**src/rtl/dff_sampling_chain.sv**
```systemverilog
// dff_sampling_chain: a chain of rising-edge D flip-flops that load only on
// strobe cycles. The strobe comes from an internal divider running on the
// single system clock, so there is no gated or divided clock anywhere.
// q is the first stage (plain DFF behaviour), q_tap is the last stage
// (d delayed by DEPTH strobes). tick is the strobe, registered, for
// observation only.
module dff_sampling_chain #(
    parameter int unsigned WIDTH    = 1,
    parameter int unsigned DEPTH    = 4,
    parameter int unsigned TICK_DIV = 1
) (
    input  logic             clk,
    input  logic             rst,
    input  logic             en,
    input  logic [WIDTH-1:0] d,
    output logic [WIDTH-1:0] q,
    output logic [WIDTH-1:0] q_tap,
    output logic             tick
);

    // A divide-by-1 still gets a one-bit counter that simply stays at 0.
    localparam int unsigned CNT_W = (TICK_DIV > 1) ? $clog2(TICK_DIV) : 1;
    localparam logic [CNT_W-1:0] CNT_LAST = CNT_W'(TICK_DIV - 1);

    logic [CNT_W-1:0] tick_cnt_q, tick_cnt_d;
    logic             tick_q, tick_d;
    logic [WIDTH-1:0] stage_q [DEPTH];
    logic [WIDTH-1:0] stage_d [DEPTH];
    logic             strobe;

    assign strobe = en && (tick_cnt_q == CNT_LAST);

    // Divider: advance on every enabled cycle, wrap after the strobe cycle.
    always_comb begin
        tick_cnt_d = tick_cnt_q;
        if (en) begin
            if (strobe) begin
                tick_cnt_d = '0;
            end else begin
                tick_cnt_d = tick_cnt_q + CNT_W'(1);
            end
        end
        tick_d = strobe;
    end

    // Shift: every stage takes its predecessor's old value on a strobe, so
    // data moves exactly one stage per strobe.
    always_comb begin
        stage_d = stage_q;
        if (strobe) begin
            stage_d[0] = d;
            for (int k = 1; k < DEPTH; k++) begin
                stage_d[k] = stage_q[k-1];
            end
        end
    end

    // State registers; synchronous reset wins over enable and strobe.
    always_ff @(posedge clk) begin
        if (rst) begin
            tick_cnt_q <= '0;
            tick_q     <= 1'b0;
            for (int k = 0; k < DEPTH; k++) begin
                stage_q[k] <= '0;
            end
        end else begin
            tick_cnt_q <= tick_cnt_d;
            tick_q     <= tick_d;
            for (int k = 0; k < DEPTH; k++) begin
                stage_q[k] <= stage_d[k];
            end
        end
    end

    assign q     = stage_q[0];
    assign q_tap = stage_q[DEPTH-1];
    assign tick  = tick_q;

endmodule

```
**config.mk**
```make
export PLATFORM = sky130hd
export DESIGN_NAME = dff_sampling_chain
export DESIGN_NICKNAME = d
export VERILOG_FILES = /design/src/rtl/dff_sampling_chain.sv
export SDC_FILE = /design/constraint.sdc
export NUM_CORES = 1
export LEC_CHECK = 0
export BUFFER_PORTS_ARGS = -buffer_cell sky130_fd_sc_hd__buf_2
export CAP_MARGIN = 10
export CORE_AREA = 2 2 39 41
export CTS_BUF_LIST = sky130_fd_sc_hd__clkbuf_4
export CTS_CLUSTER_DIAMETER = 150
export DETAILED_ROUTE_END_ITERATION = 7
export DIE_AREA = 0 0 41 43
export GPL_TIMING_DRIVEN = 0
export HOLD_SLACK_MARGIN = 0.12
export PLACE_DENSITY = 0.44
export SYNTH_ARGS = -nofsm -noshare
export SYNTH_HDL_FRONTEND = slang
export SYNTH_SLANG_ARGS = --single-unit
```
**constraint.sdc**
```tcl
create_clock -name clk -period 1.1 [get_ports clk]
set_input_delay 0.11 -clock clk [delete_from_list [all_inputs] [get_ports clk]]
set_output_delay 0.11 -clock clk [all_outputs]
set_load 0.02 [all_outputs]
```
==> flow_metrics.py <==
metrics = {
    "global_routing": {
        "grt_max_degree": 8,
        "grt_pass1_vias": 163,
        "grt_pass1_wl_microns": 614,
        "grt_remaining_overflow": 0,
        "antenna_found_initial": 0,
        "grt_usage_pct": 5.634,
    },
    "cells_and_area": {
        "multi_input_area_sq_um": 96.34,
        "fillers": 155,
        "antenna_cells": 0,
        "final_cell_area_sq_um": 320.3,
        "nNetsFinal": 36,
        "area_growth_pct": 40.66,
        "regArea_sq_um": 120.1,
        "drive_gt1_share_pct": 36.67,
    },
    "critical_path": {
        "r2r-end": "stage_q[2]",
        "required_ns": 1.26,
        "critPathCaptureType": "register",
        "reg2reg_depth": 3,
        "cp_max_fo": 5,
        "worstReg2RegStart": "tick_cnt_q",
        "cp-start-kind": "primary input",
        "path_class": "in2reg",
        "reg2reg_slack_ns": 0.30,
        "arrival_ns": 1.14,
    },
    "clocking": {
        "cts_sinks": 6,
        "numCtsBuffers": 3,
        "clkTransAtPathRegs_ns": 0.04,
        "cts_resized": 0,
        "cts_tree": "yes",
        "clock-root-buffer": "clkbuf_4",
        "clk_path_buf_depth": 2,
        "postCtsHoldBufs": 2,
        "clkLatencyLatePin_ns": 0.23,
        "postCtsSetupBuffers": 0,
        "cts-htree-levels": 1,
    },
    "flow_run": {
        "maxCapViolCount": 0,
    },
    "synthesis": {
        "ys_ff_latch": 6,
        "synth_area_leader_cell": "dfxtp_1",
        "yosysWarnings": 0,
        "seq_area_frac_synth_pct": 52.75,
        "netlist_area_sq_um": 227.7,
        "avgSynthCellArea_sq_um": 11.99,
        "synthTopCellsByArea": "dfxtp_1, mux2i_1, nand2b_1, nand2b_4, buf_6",
        "synth_cell_type_count": 7,
        "netlist.area_leader.share_pct": 52.75,
        "syn_nets": 23,
        "synth_cells": 19,
    },
    "place": {
        "gp_congestion": 0.6165,
        "io_buffers": 6,
        "place_ws_ns": 0.2889,
        "dpl-instance-area_sq_um": 277.8,
    },
    "timing": {
        "slew_violations": 0,
        "skew_ns": 0.004264,
        "finalCritPeriodShare_pct": 88.55,
        "hold_viol_final": 0,
        "setup_ws_ns": 0.1260,
        "fmax_mhz": 1027,
        "rsz0062_at_grt": "false",
        "timing.setup.tns_ns": 0,
        "setup_viol": 0,
        "relSlewSlack_pct": 88.41,
        "layout_min_cycle_time_ns": 0.9740,
        "worst_pin_slew_ns": 0.1735,
    },
    "worst_hold_path": {
        "hold_class": "in2reg",
        "holdPathStages": 3,
        "holdPathEnd": "q",
        "hold_start": "d",
    },
    "die": {
        "die_x_microns": 41,
        "start_util_pct": 16.46,
        "die_h_microns": 43,
        "rows": 14,
        "fp.coreArea_sq_um": 1384,
        "die-area_sq_um": 1763,
        "ios": 7,
    },
    "outcome": {
        "status": "finished clean",
    },
    "route": {
        "drc": 0,
        "postRouteAntennaNets": 0,
        "routed-via-count": 162,
        "dr.pass1.iters": 4,
        "wirelength_microns": 367,
        "viasPerCell": 3.522,
        "drt_iter0_drc": 2,
        "wl_per_cell_microns": 7.978,
    },
    "pwr": {
        "peakVddDrop_mv": 0.6047,
        "power_w": 0.0004616,
        "leakagePower_nw": 0.1430,
        "power_density_nw_per_um2": 1441,
    },
}
-- synthesized netlist by cell type --
master / instances
nand2b_1: 5
dfxtp_1: 6
mux2i_1: 4
nand2b_4: 1
nor2_1: 1
buf_6: 1
nor3b_1: 1
-- through the flow --
step | cells | utilization [%] | hold WS (ns)
floorplan | 19 | - | 0.1824
global placement | 41 | 20.07 | 0.3280
detailed placement | 41 | 20.07 | 0.3392
CTS | 46 | 23.15 | 0.1312
global route | 46 | 23.15 | 0.1546
finish | 46 | 23.15 | 0.1391
-- registers in the layout (all words and copies together), names as in the netlist --
| name | cells |
|---|---|
| tick_cnt_q | 1 |
| stage_q | 2 |
| tick | 1 |
| q_tap | 1 |
| q | 1 |
-- cell type report --
cell class,count,area share (%)
plain buffers,1,3.516
flip-flops and latches,6,37.50
multi-input cells,12,30.08
clock buffers,3,7.031
repair buffers,8,15.63
well taps,16,6.250
-- critical path: stages --
cell and delay (ns):
dlygate4sd3_1 0.53, buf_2 0.14, nand2b_4 0.06, buf_6 0.11, mux2i_1 0.18
-- report_power, final --
part | internal [W] | switching [W]
clock network | 0.000123 | 0.0000667
logic | 0.0000246 | 0.0000209
registers | 0.000225 | 0.00000206
-- cell usage in the layout, fill, tap and decap left out --
cell type	instances
buf_2	6
buf_6	1
clkbuf_4	3
dfxtp_1	6
dlygate4sd3_1	2
mux2i_1	4
nand2b_1	5
nand2b_4	1
nor2_1	1
nor3b_1	1
-- logic make-up after synthesis --
kind of cell	synth area share, %
buffers and inverters	4.945
flip-flops	52.75
multiplexers	17.58
AND/OR/NAND/NOR	24.72
-- how the worst max path moves through the flow --
| stage | startpoint | to | slack (ns) |
|---|---|---|---|
| 6_report | en | stage_q[2] | 0.13 |
| 5_1_grt | en | q | 0.09 |
| 3_3_place_gp | tick_cnt_q | q | 0.34 |
| 3_5_place_dp | tick_cnt_q | stage_q[2] | 0.29 |
| 2_1_floorplan | tick_cnt_q | q | 0.35 |
| 4_1_cts | en | stage_q[2] | 0.12 |
-- routing by layer --
| layer | up-vias | GRT usage [%] | share of wire [%] |
|---|---|---|---|
| met5 | - | 0 | 0 |
| met4 | 0 | 2.000 | 0 |
| met3 | 0 | 6.283 | 11 |
| met2 | 7 | 7.187 | 43 |
| met1 | 69 | 5.825 | 46 |
| li1 | 86 | - | - |
No activity file was read; power rests on OpenSTA's default activity.
